===== src/rtl/pipe_ctrl.sv =====
// pipe_ctrl: hazard / stall / flush controller for a five-stage pipeline.
// Resolves taken jumps, load-use hazards, multi-cycle mul/div occupancy and
// data-memory wait states into per-register stall and flush controls.
// It also keeps saturating counts of stall cycles and flush cycles.
//
// Memory handshake: mem_req is held high by the MEM stage for as long as an
// access is outstanding. mem_ready is high in the cycle the access
// completes. A cycle with mem_req=1 and mem_ready=0 is a wait cycle. During
// a wait cycle the whole pipeline freezes and the FSM does not advance.
module pipe_ctrl #(
  parameter int CNT_W = 32
) (
  input  logic             clk,
  input  logic             rst,
  input  logic [4:0]       id_rs1,
  input  logic [4:0]       id_rs2,
  input  logic             id_rs1_used,
  input  logic             id_rs2_used,
  input  logic [4:0]       ex_rd,
  input  logic             ex_mem_read,
  input  logic             ex_jmp,
  input  logic             md_start,
  input  logic             md_done,
  input  logic             mem_req,
  input  logic             mem_ready,
  input  logic             clr_cnt,
  output logic             pc_stall,
  output logic             if_id_stall,
  output logic             id_ex_stall,
  output logic             ex_mem_stall,
  output logic             if_id_flush,
  output logic             id_ex_flush,
  output logic             ex_mem_bubble,
  output logic [CNT_W-1:0] stall_cnt,
  output logic [CNT_W-1:0] flush_cnt,
  output logic             fsm_state
);

  typedef enum logic {
    RUN     = 1'b0,
    MD_BUSY = 1'b1
  } state_t;

  localparam logic [CNT_W-1:0] CNT_MAX = {CNT_W{1'b1}};

  state_t state;
  state_t state_nxt;
  logic   mem_hold;
  logic   load_use;

  // Debug view of the FSM: 0 = RUN, 1 = MD_BUSY.
  assign fsm_state = state;

  assign mem_hold = mem_req && !mem_ready;

  // x0 is hard-wired to zero, so a load targeting x0 never creates a hazard.
  assign load_use = ex_mem_read && (ex_rd != 5'd0) &&
                    ((id_rs1_used && (id_rs1 == ex_rd)) ||
                     (id_rs2_used && (id_rs2 == ex_rd)));

  // Control outputs and next state decoded from current state and inputs.
  always_comb begin
    pc_stall      = 1'b0;
    if_id_stall   = 1'b0;
    id_ex_stall   = 1'b0;
    ex_mem_stall  = 1'b0;
    if_id_flush   = 1'b0;
    id_ex_flush   = 1'b0;
    ex_mem_bubble = 1'b0;
    state_nxt     = state;
    if (rst) begin
      state_nxt = RUN;
    end else if (mem_hold) begin
      // Memory wait freezes everything; a coincident md_done is not consumed.
      pc_stall     = 1'b1;
      if_id_stall  = 1'b1;
      id_ex_stall  = 1'b1;
      ex_mem_stall = 1'b1;
    end else begin
      case (state)
        RUN: begin
          if (ex_jmp) begin
            if_id_flush = 1'b1;
            id_ex_flush = 1'b1;
          end else if (md_start) begin
            pc_stall      = 1'b1;
            if_id_stall   = 1'b1;
            id_ex_stall   = 1'b1;
            ex_mem_bubble = 1'b1;
            state_nxt     = MD_BUSY;
          end else if (load_use) begin
            // The bubble lets the load reach MEM so the dependent can forward.
            pc_stall    = 1'b1;
            if_id_stall = 1'b1;
            id_ex_flush = 1'b1;
          end
        end
        MD_BUSY: begin
          if (md_done) begin
            state_nxt = RUN;
          end else begin
            pc_stall      = 1'b1;
            if_id_stall   = 1'b1;
            id_ex_stall   = 1'b1;
            ex_mem_bubble = 1'b1;
          end
        end
        default: state_nxt = RUN;
      endcase
    end
  end

  // FSM state register; reset returns to RUN even mid mul/div.
  always_ff @(posedge clk or posedge rst) begin
    if (rst) begin
      state <= RUN;
    end else begin
      state <= state_nxt;
    end
  end

  // Saturating performance counters with synchronous clear taking priority.
  always_ff @(posedge clk or posedge rst) begin
    if (rst) begin
      stall_cnt <= '0;
      flush_cnt <= '0;
    end else if (clr_cnt) begin
      stall_cnt <= '0;
      flush_cnt <= '0;
    end else begin
      if (pc_stall && (stall_cnt != CNT_MAX)) begin
        stall_cnt <= stall_cnt + 1'b1;
      end
      if (if_id_flush && (flush_cnt != CNT_MAX)) begin
        flush_cnt <= flush_cnt + 1'b1;
      end
    end
  end

endmodule


===== config.mk =====
export PLATFORM = sky130hd
export DESIGN_NAME = pipe_ctrl
export DESIGN_NICKNAME = d
export VERILOG_FILES = /design/src/rtl/pipe_ctrl.sv
export SDC_FILE = /design/constraint.sdc
export NUM_CORES = 1
export LEC_CHECK = 0
export BUFFER_PORTS_ARGS = -buffer_cell sky130_fd_sc_hd__clkbuf_2
export CAP_MARGIN = 0
export CORE_UTILIZATION = 54
export DETAILED_ROUTE_END_ITERATION = 16
export PLACE_DENSITY = 0.81
export SYNTH_ARGS = -nofsm -noshare
export SYNTH_HDL_FRONTEND = slang
export SYNTH_SLANG_ARGS = --single-unit

===== constraint.sdc =====
create_clock -name clk -period 3.55 [get_ports clk]
set_input_delay 0.355 -clock clk [delete_from_list [all_inputs] [get_ports clk]]
set_output_delay 0.355 -clock clk [all_outputs]
set_load 0.05 [all_outputs]

==> results of run 1 <==
-- placed cells by master, fill, tap and decap left out, drive strengths merged, types with 4 or more instances in the layout --
cell | Yosys | final
a21oi | 43 | 43
dfrtp | 65 | 65
o31ai | 22 | 22
a2111oi | 5 | 5
and4 | 4 | 4
nand4 | 23 | 23
xnor2 | 9 | 9
mux2 | 13 | 13
nand3 | 24 | 24
nor3 | 7 | 7
buf | 13 | 4
nor4 | 14 | 14
and2 | 4 | 4
o21ai | 20 | 20
xor2 | 8 | 8
clkbuf | 9 | 106
and3 | 6 | 6
or4 | 27 | 27
nor2b | 14 | 14
inv | 12 | 13
or3 | 19 | 19
nand2 | 22 | 22
nor2 | 35 | 35
-- layer usage --
layer	GRT usage	routed length [um]	up-vias
met4	0.08358	107	0
met2	0.4364	4806	136
met5	0	0	-
met3	0.03918	438	9
met1	0.3634	4424	1904
li1	-	-	1866
-- flip-flops by register name, summed over array words and instances, names as in the netlist --
| signal | cells |
|---|---|
| stall_cnt | 32 |
| fsm_state | 1 |
| flush_cnt | 32 |
-- cells by family after synthesis --
group | count (synthesis)
mux | 14
fa+ha+maj | 2
simple gates | 206
compound gates | 103
buf+inv | 35
xor+xnor | 17
flops | 65
-- how the worst max path moves through the flow --
stage / cells past startpoint / slack [ns] / to / start
6_report: 6 / 0.77 / pc_stall / fsm_state
5_1_grt: 7 / 0.63 / stall_cnt[28] / stall_cnt[0]
4_1_cts: 6 / 0.77 / pc_stall / fsm_state
3_3_place_gp: 7 / 0.96 / stall_cnt[28] / stall_cnt[0]
2_1_floorplan: 7 / 0.11 / pc_stall / fsm_state
3_5_place_dp: 7 / 0.88 / stall_cnt[28] / stall_cnt[0]
-- critical path, delay by kind of cell (launching register included) --
| family | cells | cell delay [ns] |
|---|---|---|
| and+or+nand+nor | 2 | 0.64 |
| buffers and inverters | 2 | 0.61 |
| DFF | 1 | 0.43 |
| AOI/OAI and AO/OA | 2 | 0.40 |
-- metrics by stage --
| step | instance area, sq um | hold WS, ns | utilization | std cells |
|---|---|---|---|---|
| global route | 4780 | 0.08006 | 0.6625 | 636 |
| detailed placement | 4553 | 0.4275 | 0.6311 | 620 |
| CTS | 4780 | 0.05545 | 0.6625 | 636 |
| floorplan | 4030 | 0.5054 | - | 442 |
| global placement | 4553 | 0.4188 | 0.6311 | 620 |
| finish | 4780 | 0.05228 | 0.6625 | 636 |
-- layout make-up --
class / count / area, sq um
repair buffers: 101 / 515.5
fillers: 611 / 2435
clock inverters: 7 / 102.6
multi-input cells: 342 / 2235
flip-flops and latches: 65 / 1627
clock buffers: 9 / 123.9
well taps: 99 / 123.9
inverters: 13 / 52.55
-- power by group through the flow --
stage	Clock [mW]	Sequential (mW)	Combinational [mW]
global placement	0	0.761	0.156
CTS	0.728	0.747	0.160
global route	0.758	0.747	0.174
floorplan	0	0.770	0.109
finish	0.718	0.747	0.159
detailed placement	0	0.761	0.159
==> metrics, run 1 <==
synth top area cells dfrtp_1 (40%), a21oi_1 (5.3%), or4_1 (4.8%); CTS Buf Count 9; outcome finished, final reports clean; Comb pwr share 0.098; Worst Path Required roughly 3.2 ns; Sw Pwr 0.4374 mW; Setup TNS 0 ns; CP max FO 53; clk_lat worst skew 0.34 ns; Seq pwr share 0.460; Max-cap violations 0; area grow syn2layout 18.71%; Final period util 0.7819; CP Capture Type output pin; switch share 0.2694; Worst-Margin Slew 1.120 ns; register area share after synthesis 0.4040; Via density about 6.2; routability cong. about 0.84; Synth Area in Compound Gates 0.1694; Max VDD drop 208.7 uV; Post-DP HPWL about 6900 um; fin crit period between 2 and 3 ns; largest family of logic cells by synthesized area simple AND/OR/NAND/NOR gates; Hold Path Class in2async; number of global-route vias before repair 3,570; PD cells roughly 340 mW/mm^2; Cells after Synth 442; area share of the largest cell type after synthesis 0.4040; worst setup margin 0.7742 ns; main flop type after synthesis dfrtp_1; EDFF count, synth 0; final WL 9777 um; share of cells above drive strength 1 0.2682; Die X ~88 um; Post-Synth Simple-Gate Area 0.3008; GR Overflow Total 0; Vias 3,915; first-pass GRT wire length 16,380 um; Starting Density 0.5581; RSZ-0062 raised after global routing false; Place WS approximately 0.88 ns; Root Buffer clkbuf_8; CP Cell Sequence or3b_4 -> a31oi_4 -> a221oi_4 -> buf_4 -> nor2_1 -> clkbuf_2; mux cell area share after synthesis 0.03884; Clock Power Share 0.442; r2r setup slk 0.81 ns; full die area roughly 0.008 sq mm; syn nets 470; Post-CTS Setup Bufs 0; core box area 0.007214 sq mm; Ports 98; flip-flop and latch count after synthesis 65; Detail Route Antenna Nets 0; initial antenna violation count 0; number of buffers inserted by hold repair at cts 0; CP Launch Type flop; synthesized cell area 0.004026 sq mm; Worst-path clk slew 0.08 ns; Final Hold Vio Count 0; clk buf depth 2; pin count of the biggest net entering global routing 57; RR Endpoint stall_cnt[28]; WL/cell 15.37 um; Finish-stage setup viols 0; Post-Synth Adder-Cell Area 0.006215; cell with the most instances after synthesis dfrtp_1; CTS tree done; drt pass-1 iters 4; CTS resizes 0; async set or reset register ratio after synthesis 1.000; xor and xnor area share after synthesis 0.03698; DRC 0; CP Class reg2out; Final #Nets between 500 and 600; height of the die 88.35 um; average size of a mapped cell about 9.1 sq um; # clock sinks 65; Pleak roughly 2 nW; initial DRC count between 150 and 200; final max-slew violation count 0; slowest cell delay on critical path 0.43 ns; port bufs 97; Ys Warns 0; slowest CP cell dfrtp_1; post-synth top area cell dfrtp_1; Tot Pwr 1.624 mW; Antenna Cells 0; Commonest cells post-synth dfrtp_1 (65), a21oi_1 (43), nor2_1 (35), or4_1 (26), nand3_1 (24); Rows 31; clock skew 0.01023 ns; Worst slew margin 0.2534; GRT Total Usage 0.2659; H-tree Lvls 3; R2R cell count 7; Fmax between 300 and 400 MHz; Crit path arrival time 2.42 ns; Power Internal 1.186 mW; post-synthesis cell type count 53; worst r2r src stall_cnt[0]
No activity file was read; power rests on OpenSTA's default activity.
==> run 2, diff against run 1 <==
==> constraint.sdc (replaced) <==
create_clock -name clk -period 2.9 [get_ports clk]
set_input_delay 0.29 -clock clk [delete_from_list [all_inputs] [get_ports clk]]
set_output_delay 0.29 -clock clk [all_outputs]
set_load 0.05 [all_outputs]
==> run 2 against run 1 <==
Against the previous run:
- sequential power rose by 22%
- setup slack got worse by 0.51 ns
- routed wire length rose by 1.2%
- die area did not move
- hold slack improved by 0.25 ns
- non-clock buffer count rose by 6
- sequential cell count did not move
- via count rose by 0.43%
- clock skew fell by 0.00061 ns
- cell count rose by 0.94%
- critical path depth did not move
- final area rose by 1.0%
==> metrics, run 2 (synthesis gave the netlist of run 1 again) <==
outcome finished, final reports clean; R2R cell count 6 (-1); Setup TNS 0 ns (unchanged); DRC 0 (unchanged); GR Overflow Total 0 (unchanged); full die area 0.007806 sq mm (unchanged); Pleak 2.000 nW (+1.3%); initial DRC count 256 (+35%); # clock sinks 65 (unchanged); Worst-Margin Slew 0.8059 ns (-0.3140 ns); Hold EP fsm_state; Vias 3,932 (+0.43%); Seq pwr share 0.475 (+0.015); Via density 6.125 (-0.50%); Sw Pwr 0.5573 mW (+27%); drt pass-1 iters 4 (unchanged); most frequent cells in the layout clkbuf_2 (97), dfrtp_1 (65), a21oi_1 (43); Worst Hold Depth 3; H-tree Lvls 3 (unchanged); WL/cell 15.41 um (+0.27%); switch share 0.2897 (+0.02035); Max-cap violations 0 (unchanged); area grow syn2layout 19.95%; CP Cell Sequence or3b_4 -> a31oi_4 -> a221oi_4 -> buf_4 -> nor2_4 -> clkbuf_2; Power Internal 1.366 mW (+15%); clk buf depth 2 (unchanged); Crit path arrival time 2.35 ns (-0.07 ns); Finish-stage setup viols 0 (unchanged); Rows 31 (unchanged); Detail Route Antenna Nets 0 (unchanged); initial antenna violation count 0 (unchanged); Clock Power Share 0.420 (-0.022); r2r setup slk 0.43 ns (-0.38 ns); final WL 9896 um (+1.2%); Post-DP HPWL 6868 um (about the same); core box area 0.007214 sq mm (unchanged); CP Launch Type flop; RSZ-0062 raised after global routing false; routability cong. 0.7985 (-4.6%); number of global-route vias before repair 3,507 (-1.8%); Fmax 378.9 MHz; crit-path leading delay family simple AND/OR/NAND/NOR gates; slowest CP cell dfrtp_1; CP bufs+invs 2 (unchanged); Hold Crit Start mem_ready; Comb pwr share 0.105 (+0.007); port bufs 97 (unchanged); Worst slew margin 0.4627 (+0.2093); height of the die 88.35 um (unchanged); CTS resizes 0 (unchanged); Final Hold Vio Count 0 (unchanged); final max-slew violation count 0 (unchanged); clk_lat worst skew 0.35 ns (about the same); RR Endpoint stall_cnt[5]; worst setup margin 0.2608 ns (-0.5134 ns); Hold Path Class in2reg; Worst-path clk slew 0.08 ns (about the same); Starting Density 0.5581 (unchanged); share of cells above drive strength 1 0.2781 (+0.009928); fin crit period 2.639 ns; # placed instances 625 (+0.81%); CTS Buf Count 9 (unchanged); first-pass GRT wire length 16,290 um (-0.55%); Root Buffer clkbuf_8; Final period util 0.9101; CTS tree done; Ports 98 (unchanged); Antenna Cells 0 (unchanged); Finished Layout Cells 642 (+0.94%); Worst Path Required 2.61 ns (-0.58 ns); Place WS 0.4220 ns (-0.4589 ns); worst r2r src fsm_state; clock skew 0.009621 ns (-0.0006116 ns); Final #Nets 566 (+1.1%); slowest cell delay on critical path 0.43 ns (about the same); GRT Total Usage 0.2660 (about the same); CP Class reg2out; PD cells 398.2 mW/mm^2 (+17%); final core utilization 0.6694 (+0.006938); CP Capture Type output pin; pin count of the biggest net entering global routing 65 (+14%); hold slack final 0.2974 ns (+0.2451 ns); most common cell after layout, fill and taps aside clkbuf_2; Max VDD drop 341.5 uV (+64%); CP max FO 53 (unchanged); Die X 88.35 um (unchanged)
==> run 2: worst register-to-register path, stage by stage, from the launching register on <==
cell and delay (ns):
dfrtp_1 0.43, or3b_4 0.43, a31oi_4 0.32, a221oi_4 0.05
buf_4 0.31, nor4_1 0.42, mux2_2 0.39
==> run 2: worst max path at each step <==
stage               from             to  depth (start not counted)
2_1_floorplan  fsm_state       pc_stall                          7
3_3_place_gp    ex_rd[4]  stall_cnt[31]                          7
3_5_place_dp    ex_rd[4]   stall_cnt[5]                          7
4_1_cts        fsm_state    if_id_stall                          6
5_1_grt        fsm_state       pc_stall                          6
6_report       fsm_state    if_id_stall                          6
==> run 2: final cells by class <==
class | count | area (sq um)
clock buffers | 9 | 123.9
clock inverters | 7 | 80.08
fillers | 639 | 2385
inverters | 13 | 57.56
multi-input cells | 342 | 2242
flip-flops and latches | 65 | 1627
well taps | 99 | 123.9
repair buffers | 107 | 575.6
==> run 2: power groups by stage <==
stage	logic, mW	registers [mW]	clock network, mW
after floorplan	0.136	0.943	0
after global placement	0.195	0.931	0
after detailed placement	0.201	0.932	0
after CTS	0.202	0.914	0.818
after global routing	0.218	0.915	0.854
final	0.201	0.914	0.808
==> run 2: through the flow <==
stage	instance area, sq um	power [mW]
after floorplan	4043	1.079
after global placement	4616	1.127
after detailed placement	4616	1.133
after CTS	4830	1.934
after global routing	4830	1.987
final	4830	1.923
==> run 2: what timing repair did <==
item                                   in CTS  in global routing
endpoints found under the hold margin       1                  0
hold buffers                                1                  0
buffers inserted                            0                  0
==> run 2: per-layer routing <==
metal  track usage  vias to the layer above  routed length [um]
li1              -                     1877                   -
met1        0.3593                     1897                4435
met2        0.4210                      146                4689
met3       0.07276                       12                 634
met4       0.07478                        0                 137
met5             0                        -                   0
==> run 3, diff against run 2 <==
--- a/config.mk
+++ b/config.mk
@@ -5,11 +5,12 @@
 export SDC_FILE = /design/constraint.sdc
 export NUM_CORES = 1
 export LEC_CHECK = 0
+export ABC_AREA = 1
 export BUFFER_PORTS_ARGS = -buffer_cell sky130_fd_sc_hd__clkbuf_2
 export CAP_MARGIN = 0
-export CORE_UTILIZATION = 54
+export CORE_UTILIZATION = 55
 export DETAILED_ROUTE_END_ITERATION = 16
-export PLACE_DENSITY = 0.81
+export PLACE_DENSITY = 0.8
 export SYNTH_ARGS = -nofsm -noshare
 export SYNTH_HDL_FRONTEND = slang
 export SYNTH_SLANG_ARGS = --single-unit
==> run 3 against run 2 <==
Against the previous run:
- first-iteration DRC count fell by 4.3%
- power rose by 1.9%
- clock power fell by 0.7%
- sequential share of layout area fell by 4.7 points
- sequential power rose by 0.4%
- fmax rose by 21%
- synthesized area rose by 21%
- global-route usage rose by 6.5 points
- critical path type is now reg2reg
==> metrics, run 3 <==
core box area 0.008382 sq mm (+16%); Post-DP HPWL 10,870 um (+58%); RR Endpoint stall_cnt[7]; CP Launch Type flop; post-synthesis cell type count 31 (-42%); main flop type after synthesis dfrtp_1; final WL 14,370 um (+45%); async set or reset register ratio after synthesis 1.000 (unchanged); Design Area, Final 0.005612 sq mm (+16%); Rows 33 (+6.5%); Post-CTS Setup Bufs 0 (unchanged); most common cell after layout, fill and taps aside nand2_1; fin crit period 2.173 ns (-0.4659 ns); clk_lat worst skew 0.35 ns (about the same); R2R cell count 9 (+3); hold slack final 0.06771 ns (-0.2297 ns); Die X 96.10 um (+8.8%); Worst slew margin 0.5748 (+0.1121); CP Cell Sequence ha_1 -> inv_2 -> nor2_4 -> nand2_2 -> nor2_2 -> nand2_2 -> nand2_2 -> nand3_1 -> nand2_1; share of cells above drive strength 1 0.1702 (-0.1079); Hold Path Class in2async; Placement Cell Area 0.005415 sq mm (+17%); CTS resizes 0 (unchanged); Power Internal 1.381 mW (+1.1%); CTS Buf Count 9 (unchanged); Fmax 460.1 MHz (+21%); worst r2r src stall_cnt[0]; GRT Total Usage 0.3311 (+0.06510); Final period util 0.7494 (-0.1607); initial antenna violation count 0 (unchanged); crit-path leading delay family simple AND/OR/NAND/NOR gates; Top Layer Used met4; # clock sinks 65 (unchanged); Ys Warns 0 (unchanged); syn nets 792 (+69%); CP max FO 32 (-40%); Pleak 2.883 nW (+44%); r2r setup slk 0.73 ns (+0.30 ns); Comb pwr share 0.122 (+0.017); drt pass-1 iters 5 (+1); CTS tree done; outcome finished, final reports clean; worst setup margin 0.7267 ns (+0.4659 ns); CP Capture Type flop; flip-flop and latch count after synthesis 65 (unchanged); Sw Pwr 0.5786 mW (+3.8%); Vias 5,297 (+35%); DRC 0 (unchanged); area grow syn2layout 15.24%; Root Buffer clkbuf_8; cell with the most instances after synthesis nand2_1; Starting Density 0.5810 (+0.02288); height of the die 96.10 um (+8.8%); port bufs 97 (unchanged); routed length on met3 771 um (+22%); CP Class reg2reg; GR Overflow Total 0 (unchanged); Final Hold Vio Count 0 (unchanged); Via density 5.501 (-10%); M1 WL 5989 um (+35%); average size of a mapped cell 6.374 sq um (-30%); Clock Power Share 0.409 (-0.011); number of buffers inserted by hold repair at cts 0 (-1); CP bufs+invs 1 (-1); Worst-Margin Slew 0.6355 ns (-0.1704 ns); full die area 0.009234 sq mm (+18%); Finish-stage setup viols 0 (unchanged); PD cells 349.2 mW/mm^2 (-12%); Max-cap violations 0 (unchanged); RSZ-0062 raised after global routing false; Setup TNS 0 ns (unchanged); Final #Nets 881 (+56%); Place WS 0.7536 ns (+0.3316 ns); slowest CP cell nand2_2; pin count of the biggest net entering global routing 67 (+3.1%); EDFF count, synth 0 (unchanged); final max-slew violation count 0 (unchanged); WL/cell 14.92 um (-3.2%); Ports 98 (unchanged); clk buf depth 2 (unchanged); post-synth top area cell dfrtp_1; initial DRC count 245 (-4.3%); H-tree Lvls 3 (unchanged); Met2 Routed Length 7139 um (+52%); Commonest cells post-synth nand2_1 (263), nor2_1 (107), inv_1 (89), nand3_1 (68), dfrtp_1 (65); number of global-route vias before repair 4,956 (+41%); Crit path arrival time 2.46 ns (+0.11 ns); Worst Path Required 3.18 ns (+0.57 ns); Detail Route Antenna Nets 0 (unchanged); routability cong. 0.9446 (+18%); register area share after synthesis 0.3340 (-0.06996); Antenna Cells 0 (unchanged); Max VDD drop 221.7 uV (-35%); clock skew 0.01151 ns (+0.001890 ns); switch share 0.2953 (+0.005520); Worst-path clk slew 0.07 ns (about the same); most used cell, CP nand2_2; first-pass GRT wire length 23,420 um (+44%); Cells after Synth 764 (+73%); synthesized cell area 0.004870 sq mm (+21%); slowest cell delay on critical path 0.48 ns (+0.05 ns); area share of the largest cell type after synthesis 0.3340 (-0.06996); most frequent cells in the layout nand2_1 (263), nor2_1 (107), clkbuf_2 (97); CP startpoint stall_cnt[0]; Seq pwr share 0.469 (-0.006); synth top area cells dfrtp_1 (33%), nand2_1 (20%), nor2_1 (8.2%)
## run 3: routing by layer
metal,track usage,vias up
met5,0,-
met4,0.1468,0
met3,0.05213,41
met2,0.5816,192
met1,0.3970,2456
li1,-,2608
## run 3: cells by family after synthesis
family	after synthesis	share of synthesized area
compound gates	31	0.04162
xor+xnor	31	0.05576
fa+ha+maj	2	0.005138
flops	65	0.3340
simple gates	518	0.4648
buf+inv	117	0.09866
## run 3: final cells by class
type	instances	area, sq um
clock buffers	11	141.4
clock inverters	5	55.05
fillers	791	2770
inverters	93	355.3
multi-input cells	582	2766
flip-flops and latches	65	1627
well taps	105	131.4
repair buffers	102	535.5
## run 3: worst min-delay path, cell delays in order
cell and delay (ns):
clkbuf_2 0.12, clkinvlp_4 0.10, buf_4 0.30
## run 3: through the flow
| step | util | std cells | total power, mW |
|---|---|---|---|
| after global placement | 0.6461 | 947 | 1.168 |
| after floorplan | - | 764 | 1.114 |
| after global routing | 0.6695 | 963 | 2.025 |
| final | 0.6695 | 963 | 1.960 |
| after detailed placement | 0.6461 | 947 | 1.175 |
| after CTS | 0.6695 | 963 | 1.961 |
## run 3: power groups by stage
stage / Clock [mW] / Combinational [mW] / Sequential, mW
floorplan: 0 / 0.159 / 0.954
global placement: 0 / 0.232 / 0.936
detailed placement: 0 / 0.239 / 0.936
CTS: 0.803 / 0.240 / 0.918
global route: 0.844 / 0.262 / 0.919
finish: 0.802 / 0.239 / 0.918
## run 3: how the worst max path moves through the flow
stage / slack, ns / cells after the start / to
2_1_floorplan: 0.05 / 7 / pc_stall
3_3_place_gp: 0.83 / 9 / stall_cnt[0]
4_1_cts: 0.73 / 9 / stall_cnt[7]
5_1_grt: 0.51 / 9 / stall_cnt[7]
3_5_place_dp: 0.75 / 9 / stall_cnt[7]
6_report: 0.73 / 9 / stall_cnt[7]
